$ cat src/rtl/tmr_vote_monitor.sv
// tmr_vote_monitor: lockstep vote monitor for three cores (master, slave1, slave2).
// Ports: clk, rst (async, active-high), clear (sync clear of all state);
//   per-core bus inputs instr_req/instr_addr, data_req/data_we/data_be/data_addr/data_wdata;
//   registered results valid, fault, faulty_core, isolated, err_cnt, state (00 TMR, 01 DMR, 10 FAILED), fatal.
module tmr_vote_monitor #(
  parameter int ADDR_W    = 32,
  parameter int DATA_W    = 32,
  parameter int CNT_W     = 8,
  parameter int ERR_LIMIT = 4
) (
  input  logic                     clk,
  input  logic                     rst,
  input  logic                     clear,
  input  logic [2:0]               instr_req,
  input  logic [3*ADDR_W-1:0]      instr_addr,
  input  logic [2:0]               data_req,
  input  logic [2:0]               data_we,
  input  logic [3*(DATA_W/8)-1:0]  data_be,
  input  logic [3*ADDR_W-1:0]      data_addr,
  input  logic [3*DATA_W-1:0]      data_wdata,
  output logic                     valid,
  output logic                     fault,
  output logic [2:0]               faulty_core,
  output logic [2:0]               isolated,
  output logic [3*CNT_W-1:0]       err_cnt,
  output logic [1:0]               state,
  output logic                     fatal
);
  localparam int BE_W  = DATA_W / 8;
  localparam int SIG_W = 2 + 2 * ADDR_W + 1 + BE_W + DATA_W;
  localparam logic [1:0] TMR = 2'b00, DMR = 2'b01, FAILED = 2'b10;

  logic [SIG_W-1:0]   sig [3];
  logic               eq01, eq02, eq12, pair_eq, active;
  logic [2:0]         minority;
  logic [CNT_W-1:0]   cnt;
  logic [1:0]         state_q, state_d;
  logic [2:0]         isolated_q, isolated_d, faulty_core_q, faulty_core_d;
  logic [3*CNT_W-1:0] err_cnt_q, err_cnt_d;
  logic               valid_q, valid_d, fault_q, fault_d, fatal_q, fatal_d;

  // Fields that are not qualified by their request are zeroed so stale bus values never cause mismatches.
  always_comb begin
    for (int k = 0; k < 3; k++)
      sig[k] = {instr_req[k],
                instr_req[k] ? instr_addr[k*ADDR_W +: ADDR_W] : {ADDR_W{1'b0}},
                data_req[k],
                data_req[k] ? {data_we[k], data_addr[k*ADDR_W +: ADDR_W], data_be[k*BE_W +: BE_W]}
                            : {(ADDR_W+BE_W+1){1'b0}},
                (data_req[k] & data_we[k]) ? data_wdata[k*DATA_W +: DATA_W] : {DATA_W{1'b0}}};
  end

  assign eq01    = sig[0] == sig[1];
  assign eq02    = sig[0] == sig[2];
  assign eq12    = sig[1] == sig[2];
  assign active  = |((instr_req | data_req) & ~isolated_q);
  // In DMR exactly one core is isolated; compare the remaining pair.
  assign pair_eq = isolated_q[0] ? eq12 : isolated_q[1] ? eq02 : eq01;
  // Equality is transitive, so a single agreeing pair identifies the lone dissenter.
  assign minority = {eq01 & ~eq02, eq02 & ~eq01, eq12 & ~eq01};

  always_ff @(posedge clk or posedge rst) begin
    if (rst) begin
      state_q       <= TMR;
      isolated_q    <= '0;
      err_cnt_q     <= '0;
      valid_q       <= 1'b0;
      fault_q       <= 1'b0;
      faulty_core_q <= '0;
      fatal_q       <= 1'b0;
    end else begin
      state_q       <= state_d;
      isolated_q    <= isolated_d;
      err_cnt_q     <= err_cnt_d;
      valid_q       <= valid_d;
      fault_q       <= fault_d;
      faulty_core_q <= faulty_core_d;
      fatal_q       <= fatal_d;
    end
  end

  always_comb begin
    state_d       = state_q;
    isolated_d    = isolated_q;
    err_cnt_d     = err_cnt_q;
    valid_d       = 1'b0;
    fault_d       = state_q == FAILED;
    faulty_core_d = '0;
    cnt           = '0;
    if (clear) begin
      state_d    = TMR;
      isolated_d = '0;
      err_cnt_d  = '0;
      fault_d    = 1'b0;
    end else if (active) begin
      valid_d = 1'b1;
      if (state_q == TMR && !(eq01 && eq02)) begin
        fault_d       = 1'b1;
        faulty_core_d = minority;
        state_d       = minority == '0 ? FAILED : TMR;
        for (int k = 0; k < 3; k++)
          if (minority[k]) begin
            cnt = err_cnt_q[k*CNT_W +: CNT_W];
            cnt = &cnt ? cnt : cnt + CNT_W'(1);
            err_cnt_d[k*CNT_W +: CNT_W] = cnt;
            if (cnt >= CNT_W'(ERR_LIMIT)) begin
              isolated_d[k] = 1'b1;
              state_d       = DMR;
            end
          end
      end else if (state_q == DMR && !pair_eq) begin
        fault_d = 1'b1;
        state_d = FAILED;
      end
    end
    fatal_d = state_d == FAILED;
  end

  assign valid       = valid_q;
  assign fault       = fault_q;
  assign faulty_core = faulty_core_q;
  assign isolated    = isolated_q;
  assign err_cnt     = err_cnt_q;
  assign state       = state_q;
  assign fatal       = fatal_q;
endmodule

$ cat config.mk
export PLATFORM = sky130hd
export DESIGN_NAME = tmr_vote_monitor
export DESIGN_NICKNAME = d
export VERILOG_FILES = /design/src/rtl/tmr_vote_monitor.sv
export SDC_FILE = /design/constraint.sdc
export NUM_CORES = 1
export LEC_CHECK = 0
export ABC_CLOCK_PERIOD_IN_PS = 3450
export CAP_MARGIN = 20
export CORE_MARGIN = 8
export CORE_UTILIZATION = 40
export CTS_CLUSTER_DIAMETER = 80
export DETAILED_ROUTE_END_ITERATION = 6
export GPL_TIMING_DRIVEN = 0
export PLACE_DENSITY_LB_ADDON = 0.12
export SYNTH_ARGS = -nofsm -noshare
export SYNTH_HDL_FRONTEND = slang
export SYNTH_SLANG_ARGS = --single-unit
$ cat constraint.sdc
create_clock -name clk -period 3.45 [get_ports clk]
set_input_delay 0.8625 -clock clk [delete_from_list [all_inputs] [get_ports clk]]
set_output_delay 0.8625 -clock clk [all_outputs]
set_load 0.01 [all_outputs]
==> results of run 1 <==
[worst min-delay path: stages (launching register included)]
cell and delay (ns):
dfrtp_1 0.39, mux2i_1 0.08, nor2_1 0.08
[sequential cells by signal (all words and copies together), names as in the netlist]
name / count
err_cnt: 24
fatal: 1
fault: 1
faulty_core: 3
isolated: 3
state: 2
valid: 1
[report_power, final]
group / internal [mW] / switching (mW)
registers: 0.413 / 0.00267
clock network: 0.359 / 0.176
logic: 0.725 / 1.01
[worst max path at each step]
| stage | endpoint | slack [ns] | cells past startpoint |
|---|---|---|---|
| 3_5_place_dp | err_cnt[14] | -2.20 | 14 |
| 3_3_place_gp | err_cnt[14] | -2.14 | 14 |
| 6_report | err_cnt[3] | -0.18 | 11 |
| 2_1_floorplan | err_cnt[3] | -0.08 | 10 |
| 4_1_cts | err_cnt[3] | -0.20 | 12 |
| 5_1_grt | err_cnt[3] | -0.27 | 14 |
[through the flow]
stage               hold WS (ns)  worst slack (ns)  power [mW]  util, %
CTS                        0.575            -0.200        2.55     62.8
floorplan                  0.544           -0.0804        1.07        -
global route               0.645            -0.270        2.78     65.4
global placement           0.560             -2.14        1.89     56.5
finish                     0.594            -0.181        2.69     65.4
detailed placement         0.576             -2.20        1.91     56.7
[per-layer routing]
metal	vias to the layer above	global-route usage [%]	wire length [µm]
met3	219	9.11	7380
met2	1140	57.3	25400
met4	2	20.2	3340
met5	-	0	10
li1	6472	-	-
met1	6944	46.4	21800
[synthesized netlist by cell type (all sizes together), types with 9 or more instances]
master / number / area share [%]
o22ai: 40 / 2.6
xor2: 19 / 1.8
nor4bb: 87 / 9.2
a21oi: 61 / 3.2
a22oi: 9 / 0.71
nor2b: 20 / 1.3
clkbuf: 53 / 2.1
a22o: 10 / 0.92
nor2: 118 / 4.7
nand2: 147 / 5.8
xnor2: 103 / 9.5
inv: 55 / 2.2
and3: 19 / 1.3
o221ai: 14 / 1.3
nor3: 33 / 1.8
buf: 30 / 1.7
a31oi: 109 / 7.2
nand2b: 15 / 0.99
a2bb2oi: 23 / 2.1
nand3: 32 / 1.7
dfrtp: 35 / 9.2
nand4: 22 / 1.4
nor4: 24 / 1.6
o21ai: 251 / 13
[kinds of logic (layout without fill, tap and decap cells)]
| family | Yosys count | after routing | synth area share (%) |
|---|---|---|---|
| flip-flops | 35 | 35 | 9.23 |
| buffers and inverters | 138 | 535 | 5.97 |
| AND/OR/NAND/NOR | 558 | 558 | 33.3 |
| other | 0 | 2 | 0 |
| multiplexers | 7 | 7 | 0.738 |
| AO/OA/AOI/OAI | 602 | 602 | 39.1 |
| XOR/XNOR | 122 | 122 | 11.3 |
| adder cells (fa/ha/maj) | 3 | 3 | 0.395 |
[cell usage in the layout, fill, tap and decap left out, drive strengths merged, types with 10 or more instances in the layout]
master         count
a21oi             61
a22o              10
a2bb2oi           23
a31oi            109
and3              19
buf              128
clkbuf            82
clkdlybuf4s15     20
clkdlybuf4s50     56
dfrtp             35
dlygate4sd2      157
dlymetal6s2s      35
inv               55
nand2            147
nand2b            15
nand3             32
nand4             22
nor2             118
nor2b             20
nor3              33
nor4              24
nor4bb            87
o21ai            251
o221ai            14
o22ai             40
xnor2            103
xor2              19
[what timing repair did]
| item | CTS | global route |
|---|---|---|
| resized for setup | 690 | 234 |
| pin swaps | 90 | 82 |
| cloned | 0 | 4 |
| endpoints found under the setup margin | 34 | 32 |
| setup buffers | 39 | 20 |
[final cells by class]
class / count / area (µm²)
multi-input combinational: 1292 / 9300
fill: 2144 / 8100
tap: 319 / 399
clock buffer: 6 / 139
clock inverter: 2 / 35.0
sequential: 35 / 876
inverter: 55 / 206
buffer: 81 / 818
antenna: 2 / 5.00
timing repair buffer: 391 / 3520
==> results_dict.tcl, run 1 <==
set metrics [dict create \
    cts_buffer_depth 2 \
    routedWlPerCell_um 26.5 \
    gp_congestion 1.03 \
    status "finished, violations left" \
    antenna_found_initial 3 \
    tightest_slew_ns 0.696 \
    core_area_um2 23400 \
    grt_max_degree 23 \
    worstPathRequired_ns 3.59 \
    drtPass1Iterations 6 \
    layout.nets 2176 \
    worstRegToRegCells 10 \
    post-dp-hpwl_um 44500 \
    rsz0062_at_grt "true" \
    arrival_ns 3.77 \
    max_freq_ghz 0.275 \
    initial_core_util_pct 40.6 \
    drive_above_1_share_pct 20.9 \
    synthToLayoutAreaGrowth_pct 61.2 \
    slowest_delay_ns 0.55 \
    worst_hold_path_type "flop to flop" \
    crit_path_start_kind "primary input" \
    cp_common_cell "or4_4" \
    setup_slack_ns -0.181 \
    fin_crit_sh_pct 105 \
    syn-cell-area_um2 9490 \
    routed_wl_um 57800 \
    clock-root-buffer "clkbuf_16" \
    r2r_slack_ns 0.58 \
    die_area_um2 28900 \
    fin_skew_ns 0.00969 \
    finalHoldViolCount 0 \
    path_cells "clkdlybuf4s15_1 -> o22ai_1 -> a2111oi_4 -> o2111ai_1 -> or4_4 -> nand4b_4 -> or2_1 -> buf_6 -> or4_4 -> xor2_1 -> nor2_1" \
    setup-violations-final 27 \
    drt_iter0_markers 2057 \
    tns_ns -2.17 \
    power.density_nw_per_um2 176 \
    cts_hold_buffers 0 \
    die_w_um 170 \
    violations "negative setup slack" \
    slowest_stage "or4_4" \
    dpl.cell_count 2114 \
    clock_latency_ns 0.28 \
    grt-ovfl-total 0 \
    p_leak_nw 6.11 \
    synth_cell_types 73 \
    final_area_um2 15300 \
    synthCells 1465 \
    ys_seq_area_share_pct 9.23 \
    io_pins 347 \
    crit_buf_inv 2 \
    detailed_place.area_um2 13300 \
    synthArstFlopShare_pct 100 \
    cts-buffers-inserted 5 \
    grt_pass1_vias 13800 \
    min_to "err_cnt[9]" \
    std_cell_rows 56 \
    fin_crit_ns 3.63 \
    clk_pin_slew_worst_paths_ns 0.06 \
    vias 14800 \
    endpoint_kind "flop" \
    synth_warnings 0 \
    drc 0 \
    ant_nets 0 \
    crit_fanout 5 \
    io_buffer_count 329 \
    cts_max_level 2 \
    hold_start "err_cnt[9]" \
    peakVddDrop_uv 178 \
    syn_nets 1780 \
    reg2reg_to "state[0]" \
    die_h_um 170 \
    slew_violations 0 \
    viasPerCell 6.77 \
    reg2reg_from "err_cnt[3]" \
    grt_util_all_layers_pct 37.0 \
    grt_pass1_wl_um 82800 \
    critical-path-top-delay-family "simple AND/OR/NAND/NOR gates" \
    ys.flop_type "dfrtp_1" \
    max_slew_margin_pct 53.6 \
    clock-sinks 35 \
    max_cap_viol_count 0 \
    cts_tree "yes" \
    hold_depth 2 \
    ys_ff_latch 35 \
    crit_type "primary input to flop" \
    synth_edf_count 0 \
    startpoint "data_wdata[79]" \
    final-instance-count-excl-fill 2183 \
    syn_avg_cell_area_um2 6.48 \
]
Power figures use the tool's default switching activity.
==> run 2, diff against run 1 <==
--- a/config.mk
+++ b/config.mk
@@ -7,12 +7,14 @@
 export LEC_CHECK = 0
 export ABC_CLOCK_PERIOD_IN_PS = 3450
 export CAP_MARGIN = 20
-export CORE_MARGIN = 8
+export CORE_MARGIN = 2
 export CORE_UTILIZATION = 40
+export CTS_BUF_LIST = sky130_fd_sc_hd__clkbuf_16
 export CTS_CLUSTER_DIAMETER = 80
 export DETAILED_ROUTE_END_ITERATION = 6
 export GPL_TIMING_DRIVEN = 0
 export PLACE_DENSITY_LB_ADDON = 0.12
+export SLEW_MARGIN = 20
 export SYNTH_ARGS = -nofsm -noshare
 export SYNTH_HDL_FRONTEND = slang
 export SYNTH_SLANG_ARGS = --single-unit
==> results_dict.tcl, run 2 (synthesis results as in run 1) <==
set metrics [dict create \
    die_area_um2 25000 \
    drtPass1Iterations 6 \
    synthToLayoutAreaGrowth_pct 61.9 \
    initial_core_util_pct 40.6 \
    core_area_um2 23400 \
    slew_violations 0 \
    routed_wl_um 55000 \
    max_freq_ghz 0.269 \
    endpoint_kind "flop" \
    rsz0062_at_grt "true" \
    routedWlPerCell_um 25.2 \
    gp_congestion 1.04 \
    cts_tree "yes" \
    largest_reg_flops 24 \
    setup_slack_ns -0.274 \
    worst_hold_path_type "flop to flop" \
    grt-ovfl-total 0 \
    finalHoldViolCount 0 \
    grt_pass1_wl_um 78800 \
    ant_nets 0 \
    power.density_nw_per_um2 173 \
    cts_max_level 2 \
    final_cell_mix "o21ai_0 (203), dlygate4sd2_1 (147), nand2_1 (138)" \
    tightest_slew_ns 0.723 \
    crit_type "primary input to flop" \
    post-dp-hpwl_um 41700 \
    crit_fanout 7 \
    status "finished, violations left" \
    drc 0 \
    antenna_found_initial 1 \
    drt_iter0_markers 1777 \
    clock_latency_ns 0.28 \
    grt_util_all_layers_pct 41.4 \
    cts_buffer_depth 2 \
    fin_crit_sh_pct 108 \
    violations "negative setup slack" \
    worstPathRequired_ns 3.62 \
    dp_worst_setup_slack_ns -1.99 \
    grt_pass1_vias 13100 \
    die_w_um 158 \
    grt_max_degree 36 \
    fillers 2174 \
    crit_path_start_kind "primary input" \
    io_buffer_count 329 \
    p_total_mw 2.66 \
    cts_hold_buffers 0 \
    drive_above_1_share_pct 19.5 \
    hold_ws_ns 0.573 \
    setup-violations-final 29 \
    max_cap_viol_count 0 \
    cts-buffers-inserted 5 \
    io_pins 347 \
    p_leak_nw 6.15 \
    fin_skew_ns 0.00681 \
    slowest_delay_ns 0.53 \
    clk_pin_slew_worst_paths_ns 0.06 \
    max_slew_margin_pct 51.7 \
    vias 14700 \
    std_cell_rows 56 \
    path_cells "buf_8 -> nor2b_4 -> a2111o_1 -> o41ai_4 -> nand2_1 -> or4_4 -> nand4b_4 -> or2_1 -> buf_6 -> nor3_2 -> a21oi_1 -> o21ba_2" \
    clock-root-buffer "clkbuf_16" \
    peakVddDrop_uv 363 \
    slowest_stage "or4_4" \
    viasPerCell 6.72 \
    final_common_cell "o21ai_0" \
    clock-sinks 35 \
    die_h_um 158 \
    layout.nets 2179 \
    fin_crit_ns 3.72 \
    arrival_ns 3.90 \
]
run 2: changes by cell type in the layout (fill, tap and decap cells not counted), sizes merged:
cell and delta:
diode -1, buf -6, bufbuf +2, clkinv +1, clkdlybuf4s15 +5, clkbuf -19
clkdlybuf4s50 +28, dlymetal6s2s +2, dlygate4sd2 -10
run 2: layout make-up:
class | instances | area [µm²] | share of cell area [%]
Antenna cell | 1 | 2.50 | 0.0163
Buffer | 81 | 791 | 5.15
Clock buffer | 5 | 125 | 0.814
Clock inverter | 3 | 43.8 | 0.285
Inverter | 55 | 206 | 1.34
Multi-Input combinational cell | 1292 | 9210 | 59.9
Sequential cell | 35 | 876 | 5.70
Tap cell | 319 | 399 | 2.60
Timing Repair Buffer | 394 | 3720 | 24.2
run 2: per-stage QoR:
step                      cell area [µm²]  cells  util [%]  TNS, ns
final                               15400   2185      65.7    -2.55
after global routing                15400   2185      65.7    -4.30
after CTS                           14600   2166      62.5    -1.42
after detailed placement            13200   2113      56.5   -59.47
after global placement              13200   2113      56.5   -58.02
after floorplan                      9540   1465         -  -0.0826
run 2: critical path: cells and delay by family:
family                 cells  cell delay [ns]
and+or+nand+nor            6             1.58
AOI/OAI and AO/OA          4             1.21
buffers and inverters      2             0.24
run 2: final timing paths:
path | start | to | slack [ns] | depth (start not counted)
worst max-delay path | instr_addr[53] | err_cnt[4] | -0.27 | 12
worst min-delay path | err_cnt[7] | err_cnt[7] | 0.57 | 1
worst max register to register | err_cnt[8] | fatal | 0.39 | 11
worst min register to register | err_cnt[7] | err_cnt[7] | 0.57 | 1
max in group asynchronous | rst | isolated[0] | 1.97 | 2
min in group asynchronous | rst | err_cnt[23] | 1.02 | 2
run 2: per-layer routing:
| layer | share of wire (%) | GRT usage (%) |
|---|---|---|
| met5 | 0 | 0 |
| met4 | 7.3 | 23.5 |
| met3 | 13 | 9.33 |
| met2 | 42 | 63.2 |
| met1 | 38 | 53.7 |
run 2: where the power goes:
part	leakage [nW]	total, mW	switching (mW)	internal (mW)
clock network	0.0838	0.527	0.186	0.341
registers	0.480	0.416	0.00284	0.413
logic	5.59	1.72	0.989	0.728
total	6.15	2.66	1.18	1.48
run 2: what timing repair did:
action	in CTS	in global routing
buffers inserted	45	18
cloned	2	1
pin swaps	102	63
gates resized for setup	616	201
setup endpoints to repair	34	32
==> run 3, diff against run 2 <==
==> constraint.sdc (replaced) <==
create_clock -name clk -period 3.45 [get_ports clk]
set_input_delay 0.8625 -clock clk [delete_from_list [all_inputs] [get_ports clk]]
set_output_delay 0.8625 -clock clk [all_outputs]
set_load 0.1 [all_outputs]
==> results of run 3 <==
The final DEF is identical to that of run 2. Status: finished, violations left: negative setup slack.
Main changes from that run: total power 2.66 mW -> 2.68 mW; worst IR drop on VDD 363 µV -> 377 µV
